<file path="src/rtl/cursor_ctrl.sv">
`timescale 1ns/1ps
// -----------------------------------------------------------------------------
// cursor_ctrl
//
// Turns single-cycle debounced direction pulses into a cursor position for the
// VGA pixel pipeline. Requests are collected into pending flags during a frame.
// They are applied only after frame_tick, so the drawn cursor never tears
// mid-frame.
//
// Ports:
//   clk        in   pixel clock, the only clock
//   rst_n      in   synchronous active-low reset
//   btn_up     in   single-cycle request: move up    (y - STEP)
//   btn_down   in   single-cycle request: move down  (y + STEP)
//   btn_left   in   single-cycle request: move left  (x - STEP)
//   btn_right  in   single-cycle request: move right (x + STEP)
//   frame_tick in   single-cycle pulse at start of vertical blanking
//   cur_x      out  registered cursor column, 0..H_MAX-1
//   cur_y      out  registered cursor row,    0..V_MAX-1
//   moved      out  one-cycle pulse when a position update is committed
//
// Build option:
//   CURSOR_WRAP_EN  when defined, edges wrap around instead of saturating.
// -----------------------------------------------------------------------------
module cursor_ctrl #(
  parameter int H_MAX = 640,
  parameter int V_MAX = 480,
  parameter int STEP  = 8,
  parameter int XW    = 10,
  parameter int YW    = 9
) (
  input  logic          clk,
  input  logic          rst_n,
  input  logic          btn_up,
  input  logic          btn_down,
  input  logic          btn_left,
  input  logic          btn_right,
  input  logic          frame_tick,
  output logic [XW-1:0] cur_x,
  output logic [YW-1:0] cur_y,
  output logic          moved
);

`ifdef CURSOR_WRAP_EN
  localparam bit WRAP = 1'b1;
`else
  localparam bit WRAP = 1'b0;
`endif

  // One extra bit on the intermediates so that x+STEP and x+H_MAX-STEP never overflow.
  localparam logic [XW:0]   H_SPAN = (XW+1)'(H_MAX);
  localparam logic [XW:0]   H_LAST = (XW+1)'(H_MAX - 1);
  localparam logic [XW:0]   X_STEP = (XW+1)'(STEP);
  localparam logic [YW:0]   V_SPAN = (YW+1)'(V_MAX);
  localparam logic [YW:0]   V_LAST = (YW+1)'(V_MAX - 1);
  localparam logic [YW:0]   Y_STEP = (YW+1)'(STEP);
  localparam logic [XW-1:0] X_HOME = XW'(H_MAX / 2);
  localparam logic [YW-1:0] Y_HOME = YW'(V_MAX / 2);

  typedef enum logic [1:0] {IDLE, PENDING, APPLY} state_t;

  state_t state, state_next;

  // Flag bit order: {up, down, left, right}
  logic [3:0]    btn;
  logic [3:0]    flags, flags_next;
  logic [3:0]    snap;
  logic          snap_load;
  logic          apply;
  logic          moved_next;
  logic [XW:0]   x_ext, x_inc;
  logic [YW:0]   y_ext, y_inc;
  logic [XW-1:0] x_next;
  logic [YW-1:0] y_next;

  assign btn = {btn_up, btn_down, btn_left, btn_right};

  // ---------------------------------------------------------------------------
  // State register
  // ---------------------------------------------------------------------------
  // NOTE: sequential state uses non-blocking assignments so every register
  // samples the values from before the clock edge, whatever the block order.
  always_ff @(posedge clk) begin
    if (!rst_n) state <= IDLE;
    else        state <= state_next;
  end

  // ---------------------------------------------------------------------------
  // Next-state logic
  // ---------------------------------------------------------------------------
  // NOTE: every output of a combinational block gets a default first, so no
  // path through the case can leave it unassigned and infer a latch.
  always_comb begin
    state_next = state;
    unique case (state)
      IDLE:    if (|btn) state_next = PENDING;
      PENDING: if (frame_tick) state_next = APPLY;
      // Flags still set here were raised on the snapshot cycle or during APPLY.
      APPLY:   state_next = (|flags || |btn) ? PENDING : IDLE;
      default: state_next = IDLE;
    endcase
  end

  // ---------------------------------------------------------------------------
  // Output / datapath logic
  // ---------------------------------------------------------------------------
  always_comb begin
    snap_load  = (state == PENDING) && frame_tick;
    apply      = (state == APPLY);
    // A pulse that lands on the snapshot tick survives the clear and is
    // applied in the next frame.
    flags_next = snap_load ? btn : (flags | btn);
    // Opposite requests on the same axis cancel each other.
    moved_next = apply && ((snap[3] ^ snap[2]) || (snap[1] ^ snap[0]));

    x_ext  = {1'b0, cur_x};
    x_inc  = x_ext + X_STEP;
    x_next = cur_x;
    if (snap[0] && !snap[1]) begin
      if (x_inc > H_LAST) x_next = WRAP ? XW'(x_inc - H_SPAN) : XW'(H_LAST);
      else                x_next = XW'(x_inc);
    end else if (snap[1] && !snap[0]) begin
      if (x_ext < X_STEP) x_next = WRAP ? XW'(x_ext + H_SPAN - X_STEP) : '0;
      else                x_next = XW'(x_ext - X_STEP);
    end

    y_ext  = {1'b0, cur_y};
    y_inc  = y_ext + Y_STEP;
    y_next = cur_y;
    if (snap[2] && !snap[3]) begin
      if (y_inc > V_LAST) y_next = WRAP ? YW'(y_inc - V_SPAN) : YW'(V_LAST);
      else                y_next = YW'(y_inc);
    end else if (snap[3] && !snap[2]) begin
      if (y_ext < Y_STEP) y_next = WRAP ? YW'(y_ext + V_SPAN - Y_STEP) : '0;
      else                y_next = YW'(y_ext - Y_STEP);
    end
  end

  // ---------------------------------------------------------------------------
  // Flag, snapshot and position registers
  // ---------------------------------------------------------------------------
  // Reset wins over everything, so a reset during APPLY discards the update
  // and suppresses the moved pulse.
  always_ff @(posedge clk) begin
    if (!rst_n) begin
      flags <= '0;
      snap  <= '0;
      cur_x <= X_HOME;
      cur_y <= Y_HOME;
      moved <= 1'b0;
    end else begin
      flags <= flags_next;
      if (snap_load) snap <= flags;
      if (apply) begin
        cur_x <= x_next;
        cur_y <= y_next;
      end
      moved <= moved_next;
    end
  end

endmodule
</file>
<file path="config.mk">
export PLATFORM = sky130hd
export DESIGN_NAME = cursor_ctrl
export DESIGN_NICKNAME = d
export VERILOG_FILES = /design/src/rtl/cursor_ctrl.sv
export SDC_FILE = /design/constraint.sdc
export NUM_CORES = 1
export LEC_CHECK = 0
export CAP_MARGIN = 20
export CORE_ASPECT_RATIO = 0.7
export CORE_MARGIN = 8
export CORE_UTILIZATION = 30
export CTS_CLUSTER_DIAMETER = 60
export DETAILED_ROUTE_END_ITERATION = 10
export SETUP_SLACK_MARGIN = 0.15
export SLEW_MARGIN = 20
export SYNTH_ARGS = -nofsm -noshare
export SYNTH_HDL_FRONTEND = slang
export SYNTH_SLANG_ARGS = --single-unit
</file>
<file path="constraint.sdc">
create_clock -name clk -period 2.1 [get_ports clk]
set_input_delay 0.42 -clock clk [delete_from_list [all_inputs] [get_ports clk]]
set_output_delay 0.42 -clock clk [all_outputs]
set_load 0.01 [all_outputs]
</file>
==> qor.txt <==
I/O pins - 27
Worst endpoint required time - 1.68 ns
CTS tree - done
CP max-delay cell - clkdlybuf4s50_1
GRT Overall Usage - 10.8%
GR Overflow Total - 0
Fmax - 539 MHz
P_leak - 0.775 nW
Antenna diode count - 0
Die Y - 80.4 um
Clock sink total - 26
DR pass1 iterations - 4
Number of global-route vias before repair - 1542
DP Worst Slack - 0.194 ns
CTS clk-pin slew, worst paths - 0.10 ns
Area of the multi-input gates - 1130 um^2
CP max stage delay - 0.62 ns
Worst hold path type - register to register
Crit path from - cur_x[8]
CTS root buffer - clkbuf_8
Peak VDD IR - 0.273 mV
Min Tclk post-route - 1.86 ns
Wire length on met3 - 420 um
Nets@finish - 259
Top FF cell, synth - dfxtp_1
H-Tree Depth - 1
Critical Path Start Type - register
Clock tree buffer depth - 2
Final setup fails - 0
Final wirelength - 4630 um
Residual DRC - 0
Port bufs - 26
Initial antenna violation count - 0
Synth area leader - dfxtp_1
Clk_lat worst skew - 0.28 ns
Worst-path cell chain - clkdlybuf4s50_1
Syn avg cell area - 8.05 um^2
Num CTS Buffers - 3
Top layer in use - met4
Met1 Routed Length - 2320 um
R2R Path Start - cur_x[3]
Sequential fraction of the synthesis area - 29.3%
First-pass GRT wire length - 7620 um
Slew HR - 70.4%
Final HPWL from detailed placement - 3490 um
Library cells used by synthesis - 57
Sequential power share - 50.4%
PwrDens - 467 nW/um^2
Psw - 0.230 mW
RePlAce Congestion - 0.841
CP bufs+invs - 1
Drt first-iter violations - 103
Area contributors post-synth - dfxtp_1 29%, a21oi_1 5.9%, ha_1 4.9%
Run status - finished clean
Post-route setup TNS - 0 ns
DR vias/cell - 5.41
Worst-Margin Slew - 0.443 ns
Core Area - 5730 um^2
Largest net degree at the start of global routing - 17
CP top delay family - buffers and inverters
Routed WL per cell - 14.5 um
Yosys reg bits - 26
Critical path type - register to primary output
Syn Inst Count - 221
Share of layout cells above drive strength 1 - 16.4%
Logic pwr share - 8.3%
Final setup margin - 0.243 ns
Die width - 108 um
Unrepaired setup endpoints after global routing - yes
Final Hold Violating Endpoints - 0
Pins over their slew limit - 0
Die area - 8690 um^2
WL met2 - 1880 um
Layout area overhead - 24.1%
Yosys warning count - 0
FFs w/ async S/R, synth - 0%
Antenna Nets Post-Route - 0
Synthesized area - 1780 um^2
Register area - 527 um^2
Critical Path End Type - primary output
Max-cap violations - 0
CP max FO - 9
Row cnt - 23
Routed via count - 1726
Fin Clk Skew - 0.00517 ns
Starting density of the core - 31.1%
Worst Path Arrival - 1.44 ns
Hold path startpoint - snap[3]
Clock power share - 41.4%
Number of fill cells in the layout - 570
Switching Share - 22.3%
P_int - 0.801 mW
Syn nets - 235
Tcrit/Tclk final - 88.4%
Post-synth top area share - 29.3%
Number of synthesized flops with an enable pin - 0
[metrics by stage]
| stage | hold slack (ns) | cells | total power [mW] | utilization, % | instance area (um^2) |
|---|---|---|---|---|---|
| floorplan | 0.464 | 221 | 0.581 | - | 1780 |
| global placement | 0.478 | 315 | 0.614 | 37.0 | 2120 |
| detailed placement | 0.498 | 315 | 0.615 | 37.0 | 2120 |
| CTS | 0.525 | 319 | 1.05 | 38.3 | 2190 |
| global route | 0.564 | 319 | 1.08 | 38.6 | 2210 |
| finish | 0.518 | 319 | 1.03 | 38.6 | 2210 |
[routing by layer]
| metal | track usage (%) | vias up |
|---|---|---|
| met5 | 0 | - |
| met4 | 2.48 | 0 |
| met3 | 3.68 | 2 |
| met2 | 14.9 | 72 |
| met1 | 15.4 | 787 |
| li1 | - | 865 |
[Yosys cell counts (3+ instances only)]
cell	count
mux2i_1	5
a21oi_1	21
buf_2	5
a31oi_1	3
o21ai_0	13
nor2_1	19
and2_1	5
o21ai_1	6
o31ai_1	3
or3b_1	3
nor3_1	10
ha_1	7
inv_1	8
nand2_1	12
dfxtp_1	26
nand3_1	9
or4_1	3
clkbuf_1	7
buf_4	7
nand4_1	3
[layout make-up]
| type | count | area share (%) |
|---|---|---|
| clock inverter | 1 | 1.36 |
| multi-input combinational | 167 | 51.3 |
| timing repair buffer | 38 | 15.9 |
| inverter | 9 | 1.53 |
| sequential | 26 | 23.9 |
| clock buffer | 3 | 1.87 |
| tap | 75 | 4.25 |
[worst paths after layout]
kind,endpoint,slack [ns],depth (start not counted)
worst max-delay path,cur_x[8],0.24,1
worst min-delay path,snap[3],0.52,2
worst max register to register,cur_x[9],0.25,7
worst min register to register,snap[3],0.52,2
[cells in the final DEF (no fill, tap or decap), types with 2 or more instances in the layout]
cell	instances
nor3b_2	2
nand4_1	3
a31oi_1	3
inv_1	7
o21ai_1	6
or3_1	2
mux2i_1	5
nand2_1	12
dfxtp_1	21
nand3b_1	2
or4_1	3
buf_4	12
nor2b_1	2
nor3_1	10
a221oi_2	2
or3b_1	2
o21ai_0	13
nor2_1	19
clkbuf_8	3
o31ai_1	3
a21oi_2	2
and4_1	2
nor4_1	2
nand3_1	9
and2_1	5
a21oi_1	21
ha_1	6
a32oi_1	2
dfxtp_2	5
clkdlybuf4s50_1	26
[power groups by stage]
| stage | clock [mW] | sequential, mW | combinational, mW |
|---|---|---|---|
| global placement | 0 | 0.530 | 0.0847 |
| global route | 0.465 | 0.521 | 0.0956 |
| detailed placement | 0 | 0.530 | 0.0851 |
| floorplan | 0 | 0.526 | 0.0545 |
| finish | 0.426 | 0.519 | 0.0853 |
| CTS | 0.443 | 0.519 | 0.0852 |
[worst min-delay path, stage by stage (launching register included)]
cell	delay [ns]
dfxtp_1	0.35
mux2i_1	0.07
nor2_1	0.07
[cells by family after synthesis]
logic type,share of synthesized area (%)
buf+inv,7.74
flops,29.3
mux,3.45
fa+ha+maj,4.92
xor+xnor,0.492
simple gates,27.8
compound gates,26.3
[sequential cells by signal (all words and copies together), names as in the netlist]
name   cells
cur_y      7
moved      1
snap       4
state      2
cur_x      8
flags      4
[repair_timing]
item / in CTS / in global routing
setup buffers: 0 / 0
endpoints found under the setup margin: 2 / 4
resized for setup: 2 / 6
pin swaps: 0 / 1
hold buffers: 0 / 0
(Power assumes the default switching activity.)
